===== config.mk =====
export PLATFORM = sky130hd
export DESIGN_NAME = pic32_popcount_collector
export DESIGN_NICKNAME = d
export VERILOG_FILES = /design/src/rtl/pic32_popcount_collector_pkg.sv /design/src/rtl/pic32_port_sync_edge.sv /design/src/rtl/pic32_popcount_collector.sv
export SDC_FILE = /design/constraint.sdc
export NUM_CORES = 1
export LEC_CHECK = 0
export CELL_PAD_IN_SITES_DETAIL_PLACEMENT = 2
export CELL_PAD_IN_SITES_GLOBAL_PLACEMENT = 2
export CORE_MARGIN = 2
export CORE_UTILIZATION = 37
export DETAILED_ROUTE_END_ITERATION = 7
export HOLD_SLACK_MARGIN = 0.08
export PLACE_DENSITY = 0.81
export SLEW_MARGIN = 20
export SYNTH_ARGS = -nofsm -noshare
export SYNTH_HDL_FRONTEND = slang
export SYNTH_HIERARCHICAL = 1
export SYNTH_SLANG_ARGS = --single-unit
export TNS_END_PERCENT = 30

===== constraint.sdc =====
create_clock -name clock -period 6.17 [get_ports clock]
set_input_delay 1.234 -clock clock [delete_from_list [all_inputs] [get_ports clock]]
set_output_delay 1.234 -clock clock [all_outputs]
set_load 0.005 [all_outputs]

===== src/rtl/pic32_popcount_collector_pkg.sv =====
// Shared definitions for the popcount collector and its MCU-side model.
// Holds the FSM state encoding and the default accumulator geometry.
package pic32_popcount_collector_pkg;

  typedef enum logic {
    ST_ACCUM = 1'b0,
    ST_SEND  = 1'b1
  } state_t;

  localparam int ACC_WIDTH_DEF = 16;
  localparam int NIBBLES       = ACC_WIDTH_DEF / 4;

endpackage


===== src/rtl/pic32_port_sync_edge.sv =====
// Synchronises one asynchronous MCU pin into the board clock domain.
// Emits a single-cycle pulse on each rising edge of the synchronised level.
module pic32_port_sync_edge #(
  parameter int SYNC_STAGES = 2
) (
  input  logic clock,
  input  logic reset,
  input  logic async_in,
  output logic rise
);

  logic [SYNC_STAGES-1:0] sync_q;
  logic                   prev_q;

  always_ff @(posedge clock) begin
    if (reset) begin
      sync_q <= '0;
      prev_q <= 1'b0;
    end else begin
      sync_q <= {sync_q[SYNC_STAGES-2:0], async_in};
      prev_q <= sync_q[SYNC_STAGES-1];
    end
  end

  assign rise = sync_q[SYNC_STAGES-1] & ~prev_q;

endmodule


===== src/rtl/pic32_popcount_collector.sv =====
// Sums per-byte popcounts into a saturating burst total, then hands the total
// back to the MCU one nibble per ack, least significant nibble first.
module pic32_popcount_collector
  import pic32_popcount_collector_pkg::*;
#(
  parameter int SYNC_STAGES = 2,
  parameter int ACC_WIDTH   = ACC_WIDTH_DEF,
  parameter int CNT_WIDTH   = 8
) (
  input  logic                 clock,
  input  logic                 reset,
  input  logic [3:0]           count_in,
  input  logic                 mcu_strobe,
  input  logic                 mcu_done,
  input  logic                 mcu_ack,
  output logic [3:0]           port_d,
  output logic                 result_valid,
  output logic                 overrun,
  output logic [CNT_WIDTH-1:0] leds
);

  localparam int NIB   = ACC_WIDTH / 4;
  localparam int IDX_W = (NIB > 1) ? $clog2(NIB) : 1;

  state_t               state;
  state_t               state_next;
  logic [ACC_WIDTH-1:0] acc;
  logic [ACC_WIDTH-1:0] sr;
  logic [ACC_WIDTH-1:0] sr_shifted;
  logic [ACC_WIDTH:0]   sum;
  logic [ACC_WIDTH-1:0] acc_add;
  logic [ACC_WIDTH-1:0] snap_value;
  logic [CNT_WIDTH-1:0] cnt;
  logic [CNT_WIDTH-1:0] cnt_inc;
  logic [IDX_W-1:0]     nib_idx;
  logic                 last_nib;

  logic strobe_pulse;
  logic done_pulse;
  logic ack_pulse;

  logic do_add;
  logic do_snap;
  logic do_shift;
  logic do_finish;
  logic set_overrun;

  pic32_port_sync_edge #(.SYNC_STAGES(SYNC_STAGES)) u_sync_strobe (
    .clock    (clock),
    .reset    (reset),
    .async_in (mcu_strobe),
    .rise     (strobe_pulse)
  );

  pic32_port_sync_edge #(.SYNC_STAGES(SYNC_STAGES)) u_sync_done (
    .clock    (clock),
    .reset    (reset),
    .async_in (mcu_done),
    .rise     (done_pulse)
  );

  pic32_port_sync_edge #(.SYNC_STAGES(SYNC_STAGES)) u_sync_ack (
    .clock    (clock),
    .reset    (reset),
    .async_in (mcu_ack),
    .rise     (ack_pulse)
  );

  // Carry out of the widened sum means the total no longer fits: pin to all-ones.
  assign sum        = {1'b0, acc} + {{(ACC_WIDTH-3){1'b0}}, count_in};
  assign acc_add    = sum[ACC_WIDTH] ? '1 : sum[ACC_WIDTH-1:0];
  assign cnt_inc    = (cnt == '1) ? cnt : cnt + CNT_WIDTH'(1);
  assign snap_value = do_add ? acc_add : acc;
  assign sr_shifted = sr >> 4;
  assign last_nib   = (nib_idx == IDX_W'(NIB - 1));
  assign leds       = cnt;

  always_ff @(posedge clock) begin
    if (reset) begin
      state <= ST_ACCUM;
    end else begin
      state <= state_next;
    end
  end

  always_comb begin
    state_next  = state;
    do_add      = 1'b0;
    do_snap     = 1'b0;
    do_shift    = 1'b0;
    do_finish   = 1'b0;
    set_overrun = 1'b0;
    case (state)
      ST_ACCUM: begin
        do_add = strobe_pulse;
        if (done_pulse) begin
          do_snap    = 1'b1;
          state_next = ST_SEND;
        end
      end
      ST_SEND: begin
        set_overrun = strobe_pulse;
        if (ack_pulse) begin
          if (last_nib) begin
            do_finish  = 1'b1;
            state_next = ST_ACCUM;
          end else begin
            do_shift = 1'b1;
          end
        end
      end
      default: state_next = ST_ACCUM;
    endcase
  end

  // A same-cycle strobe is folded into the snapshot so no sample is lost at burst end.
  always_ff @(posedge clock) begin
    if (reset) begin
      acc          <= '0;
      sr           <= '0;
      cnt          <= '0;
      nib_idx      <= '0;
      port_d       <= 4'h0;
      result_valid <= 1'b0;
      overrun      <= 1'b0;
    end else begin
      if (do_add) begin
        acc <= acc_add;
        cnt <= cnt_inc;
      end
      if (do_snap) begin
        sr           <= snap_value;
        nib_idx      <= '0;
        port_d       <= snap_value[3:0];
        result_valid <= 1'b1;
      end
      if (do_shift) begin
        sr      <= sr_shifted;
        nib_idx <= nib_idx + IDX_W'(1);
        port_d  <= sr_shifted[3:0];
      end
      if (do_finish) begin
        acc          <= '0;
        sr           <= '0;
        cnt          <= '0;
        nib_idx      <= '0;
        port_d       <= 4'h0;
        result_valid <= 1'b0;
      end
      if (set_overrun) begin
        overrun <= 1'b1;
      end
    end
  end

endmodule


**Yosys cells after proc, flatten, opt, wreduce, memory -nomap -nowiden**

Cells that the tools add are included.
W data, S select, Z words.

- Register bits after elaboration: 58
- Input port bits: 9
- Output and inout port bits: 14
- Word-level logic and storage cells: 52

- Add/subtract/negate cells: 3
- Equal/unequal tests: 2
- Multiplexer cells: 20
- Bitwise logic cells: 8
- Reduce and logical (&&, ||, !) cells: 4

Operators by type and width:

| kind | count |
|---|---|
| $mux W16 | 2 |
| $mux W12 | 2 |
| $add A16 B4 Y17 | 1 |
| $mux W1 | 11 |
| $add A8 B1 Y8 const B | 1 |
| $eq A8 B8 Y1 const B | 1 |
| $mux W4 | 2 |
| $not A1 Y1 | 5 |
| $mux W2 | 2 |
| $and A1 B1 Y1 | 3 |
| $reduce_or A3 Y1 | 1 |
| $add A2 B1 Y2 const B | 1 |
| $eq A2 B2 Y1 const B | 1 |
| $pmux W1 S2 | 1 |
| $reduce_and A2 Y1 | 1 |
| $reduce_bool A2 Y1 | 1 |
| $reduce_or A2 Y1 | 1 |

**Depth between registers and ports, before layout**

- Word-level depth: 6
- Depth in mapped cells: 8
- Mapped depth without buffers: 7

**Cells and area by module**

The synthesis kept the hierarchy.

Modules (own cells, without submodules):

| module | instances | cells an instance | area an instance (um^2) | sequential area each (um^2) |
|---|---|---|---|---|
| pic32_popcount_collector | 1 | 273 | 2288.4 | 900.9 |
| pic32_port_sync_edge | 3 | 7 | 87.6 | 60.1 |

**Worst setup path before layout**

Ideal clock, no wire load.

- Kind: input to register
- Start: input port count_in[0]
- End: register sr[14]
- Setup time: 121 ps
- Arrival time: 2939 ps
- Data required time: 6049 ps
- Slack: 3110 ps
- Cell stages on the path: 8
- Path buffers: 1
- Path through: ha_1 fa_1 a21o_1 a31o_1 buf_2 nand4_1 mux2i_1 a2bb2o_1

- Word-level cells in the longest chain between the ends: 3

Ends and longest elaborated chain:

| item | line | RTL |
|---|---|---|
| start, declared | pic32_popcount_collector.sv:12 | `input logic [3:0] count_in,` |
| $add A16 B4 Y17 | pic32_popcount_collector.sv:70 | `assign sum = {1'b0, acc} + {{(ACC_WIDTH-3){1'b0}}, count_in};` |
| $mux W16 | pic32_popcount_collector.sv:71 | `assign acc_add = sum[ACC_WIDTH] ? '1 : sum[ACC_WIDTH-1:0];` |
| $mux W16 | n/a |  |
| end signal, assigned | pic32_popcount_collector.sv:132 | `sr <= snap_value;` |
| end signal, assigned | pic32_popcount_collector.sv:138 | `sr <= sr_shifted;` |
| end, declared | pic32_popcount_collector.sv:28 | `logic [ACC_WIDTH-1:0] sr;` |

Every way passes these cells.
A chain may end at the register's enable or synchronous reset.

**Worst setup path in the final report**

- Start: input port count_in[0]
- End: register port_d[0]

- Word-level cells in the longest chain between the ends: 5

Ends and longest elaborated chain:

| item | line | RTL |
|---|---|---|
| $add A16 B4 Y17 | pic32_popcount_collector.sv:70 |  |
| $mux W16 | pic32_popcount_collector.sv:71 |  |
| $mux W16 | n/a |  |
| $mux W4 | pic32_popcount_collector.sv:131 | `if (do_snap) begin` |
| $mux W4 | pic32_popcount_collector.sv:137 | `if (do_shift) begin` |
| end signal, assigned | pic32_popcount_collector.sv:134 | `port_d <= snap_value[3:0];` |
| end signal, assigned | pic32_popcount_collector.sv:140 | `port_d <= sr_shifted[3:0];` |
| end, declared | pic32_popcount_collector.sv:16 | `output logic [3:0] port_d,` |

Every way passes these cells. The select of a mux whose other input is x is not followed.

==> impl_metrics.csv <==
group,metric,value,unit
floorplan,start_util,38.0,%
floorplan,die-width,87.0,µm
clock_network,clkSlewWorstSetupHoldPaths,0.10,ns
setup_path,reg2reg_depth,7,
timing,fin_worst_skew,0.0134,ns
floorplan,die_h,87.0,µm
placement,place.gp.congestion,0.799,
timing,relSlewSlack,42.1,%
cells_and_area,drive_gt1_share,5.88,%
setup_path,worstSetupPathType,"input port to flop",
route,ant_nets,0,
setup_path,cp.required,6.35,ns
synth,synthDistinctLibCells,53,
min_path,holdCritStartpoint,"u_sync_strobe/sync_q[0]",
setup_path,critPathLaunchType,"input port",
clock_network,cts-root-buf,"clkbuf_8",
synth,synth_edf_count,0,
grt,grt_pass1_wl,12.4,mm
min_path,whs_path_depth,1,
cells_and_area,area_delta_synth_final,13.3,%
synth,yosysWarnings,6,
route,vias_per_cell,5.69,
pwr,power.density,227,mW/mm²
timing,hold_violations,0,
clock_network,ctsHtreeMaxLevel,2,
grt,first_global_vias,2401,
synth,synth-seq-cells,54,
grt,antenna_found_initial,0,
clock_network,cts_tree,"built",
synth,ys_async_sr_fraction,0,%
clock_network,clkSinkCount,54,
cells_and_area,nets,321,
synth,synth.avg_cell_area,8.68,µm²
cells_and_area,fillerInstances,764,
synth,synth_top_area_cell,"dfxtp_1",
run_status,status,"finished, final reports clean",
setup_path,r2r_slack,3.83,ns
floorplan,io_pins,23,
timing,rsz0062_at_grt,"no",
timing,finalSetupViolCount,0,
synth,synth_top_area_share,42.4,%
timing,max_freq,301,MHz
cells_and_area,fin_cells,386,
clock_network,numCtsBuffers,5,
clock_network,post_cts_resize_count,0,
floorplan,dieArea,0.00758,mm²
setup_path,timing.rr.end,"port_d[0]",
run,drv_cap,0,
route,drc_errors,0,
min_path,holdPathEnd,"u_sync_strobe/sync_q[1]",
route,dr.first_iter.drc_count,59,
timing,finalCritPeriodShare,53.9,%
synth,syn_inst,294,
timing,slew_violations,0,
synth,synth_top_cells_by_area,"dfxtp_1 42%, a21oi_1 5.5%, nor2_1 5.0%",
placement,dp_cells,378,
clock_network,clk_latency,0.33,ns
pwr,leakage,1.04,nW
route,wl_per_cell,19.0,µm
synth,synth-seq-area-share,42.4,%
placement,dp.final_hpwl,5.38,mm
synth,synth.cell_area,0.00255,mm²
setup_path,rr_startpoint,"acc[0]",
synth,syn_nets,310,
placement,place_area,0.00278,mm²
setup_path,path_max_fanout,10,
clock_network,cts_setup_buffers,0,
route,dr.pass1.iters,4,
cells_and_area,fin_area,0.00289,mm²
pwr,irDropWorstVdd,0.111,mV
route,via_count,2197,
clock_network,cts_buffer_depth,2,
floorplan,rows,30,
synth,synth_most_common_cell,"dfxtp_1",
placement,port_buffers,22,
floorplan,core,0.00672,mm²
synth,yosys-top-cells-count,"54 x dfxtp_1, 34 x nor2_1, 28 x a21oi_1, 24 x nand2_1, 11 x nor2b_1",
timing,min_period,3.33,ns
setup_path,crit_arrival,3.50,ns
grt,gr-total-overflow,0,
synth,ys.flop_type,"dfxtp_1",
timing,tns,0,ns
clock_network,hold_buffers,0,
setup_path,critPathCaptureType,"flop",
route,wl,7.35,mm
cells_and_area,diodes,0,
grt,grt_max_degree,38,
grt,track_usage,21.2,%
timing,worst_slew_pin_slew,0.869,ns
min_path,hp-class,"flop to flop",
[cells in the final DEF (no fill, tap or decap), types with 3 or more instances in the layout]
cell type        Yosys  layout
clkbuf_8             0       5
mux2i_1              5       5
a21oi_1             28      28
a22oi_1              4       4
nand3_1             10      10
o211ai_1             3       3
inv_1                3       3
xor2_1               6       6
nand4_1              4       4
xnor2_1              9       9
a211oi_1             3       3
nor2b_1             11      11
clkdlybuf4s50_1      0      22
nor2b_2              3       3
nor2_1              34      34
nand2b_1             4       4
and3_1               6       6
nand3b_1             3       3
a31oi_1              5       5
nand2_1             24      24
nor3_1               6       6
o21ai_0              8       8
ha_1                 6       6
a21o_1               4       4
dfxtp_1             54      54
[logic make-up (layout without fill, tap and decap cells)]
kind of cell | count (synthesis) | in the layout | share of synthesized area, %
AOI/OAI and AO/OA | 70 | 70 | 17.2
xor gates and xnor gates | 15 | 15 | 5.15
adders and majority gates | 7 | 7 | 3.73
buffers and inverters | 22 | 34 | 4.41
DFF | 54 | 54 | 42.4
muxes | 5 | 5 | 1.96
and+or+nand+nor | 121 | 121 | 25.2
[sequential cells by signal, indices dropped and copies added (netlist names)]
register / cells
acc: 16
leds: 8
nib_idx: 2
overrun: 1
port_d: 3
result_valid: 1
sr: 13
state: 1
u_sync_ack/prev_q: 1
u_sync_ack/sync_q: 2
u_sync_done/prev_q: 1
u_sync_done/sync_q: 2
u_sync_strobe/prev_q: 1
u_sync_strobe/sync_q: 2
[metrics by stage]
step / setup slack [ns] / util [%] / hold WS [ns] / power (mW)
6_report: 2.84 / 43.0 / 0.450 / 0.656
5_1_grt: 2.72 / 43.0 / 0.482 / 0.688
4_1_cts: 2.83 / 43.0 / 0.455 / 0.661
3_5_place_dp: 2.52 / 41.3 / 0.430 / 0.418
3_3_place_gp: 2.61 / 41.3 / 0.423 / 0.416
2_1_floorplan: 3.11 / - / 0.414 / 0.398
[layout make-up]
| class | count | area (µm²) | share of cell area, % |
|---|---|---|---|
| clock buffer | 5 | 68.8 | 2.38 |
| tap | 80 | 100 | 3.46 |
| clock inverter | 3 | 45.0 | 1.56 |
| inverter | 3 | 11.3 | 0.389 |
| sequential | 54 | 1080 | 37.4 |
| multi-input combinational | 218 | 1360 | 46.9 |
| timing repair buffer | 23 | 228 | 7.88 |
[report_power, final]
group | switching, mW | total (mW) | internal [mW]
clock network | 0.126 | 0.247 | 0.121
logic | 0.0278 | 0.0480 | 0.0202
registers | 0.00618 | 0.361 | 0.355
total | 0.160 | 0.656 | 0.496
[how the worst max path moves through the flow]
stage | start | end | slack, ns | cells past startpoint
after floorplan | count_in[0] | sr[14] | 3.11 | 8
after global placement | count_in[0] | port_d[0] | 2.61 | 8
after detailed placement | count_in[0] | port_d[0] | 2.52 | 8
after CTS | count_in[0] | port_d[0] | 2.83 | 8
after global routing | count_in[0] | port_d[1] | 2.72 | 8
final | count_in[0] | port_d[0] | 2.84 | 8
[critical path, cell delays in order]
cell	delay, ns
clkdlybuf4s50_1	0.41
ha_1	0.23
fa_1	0.40
a21o_1	0.21
a21oi_1	0.33
or3_1	0.41
a31o_1	0.22
a21oi_2	0.06
[layer usage]
metal  vias up  global-route usage [%]  wire, µm
li1       1059                       -         -
met1      1104                    26.0      3240
met2        28                    38.0      3840
met3         6                    4.55       209
met4         0                    4.69        65
met5         -                       0         0
No activity file was read; power rests on OpenSTA's default activity.
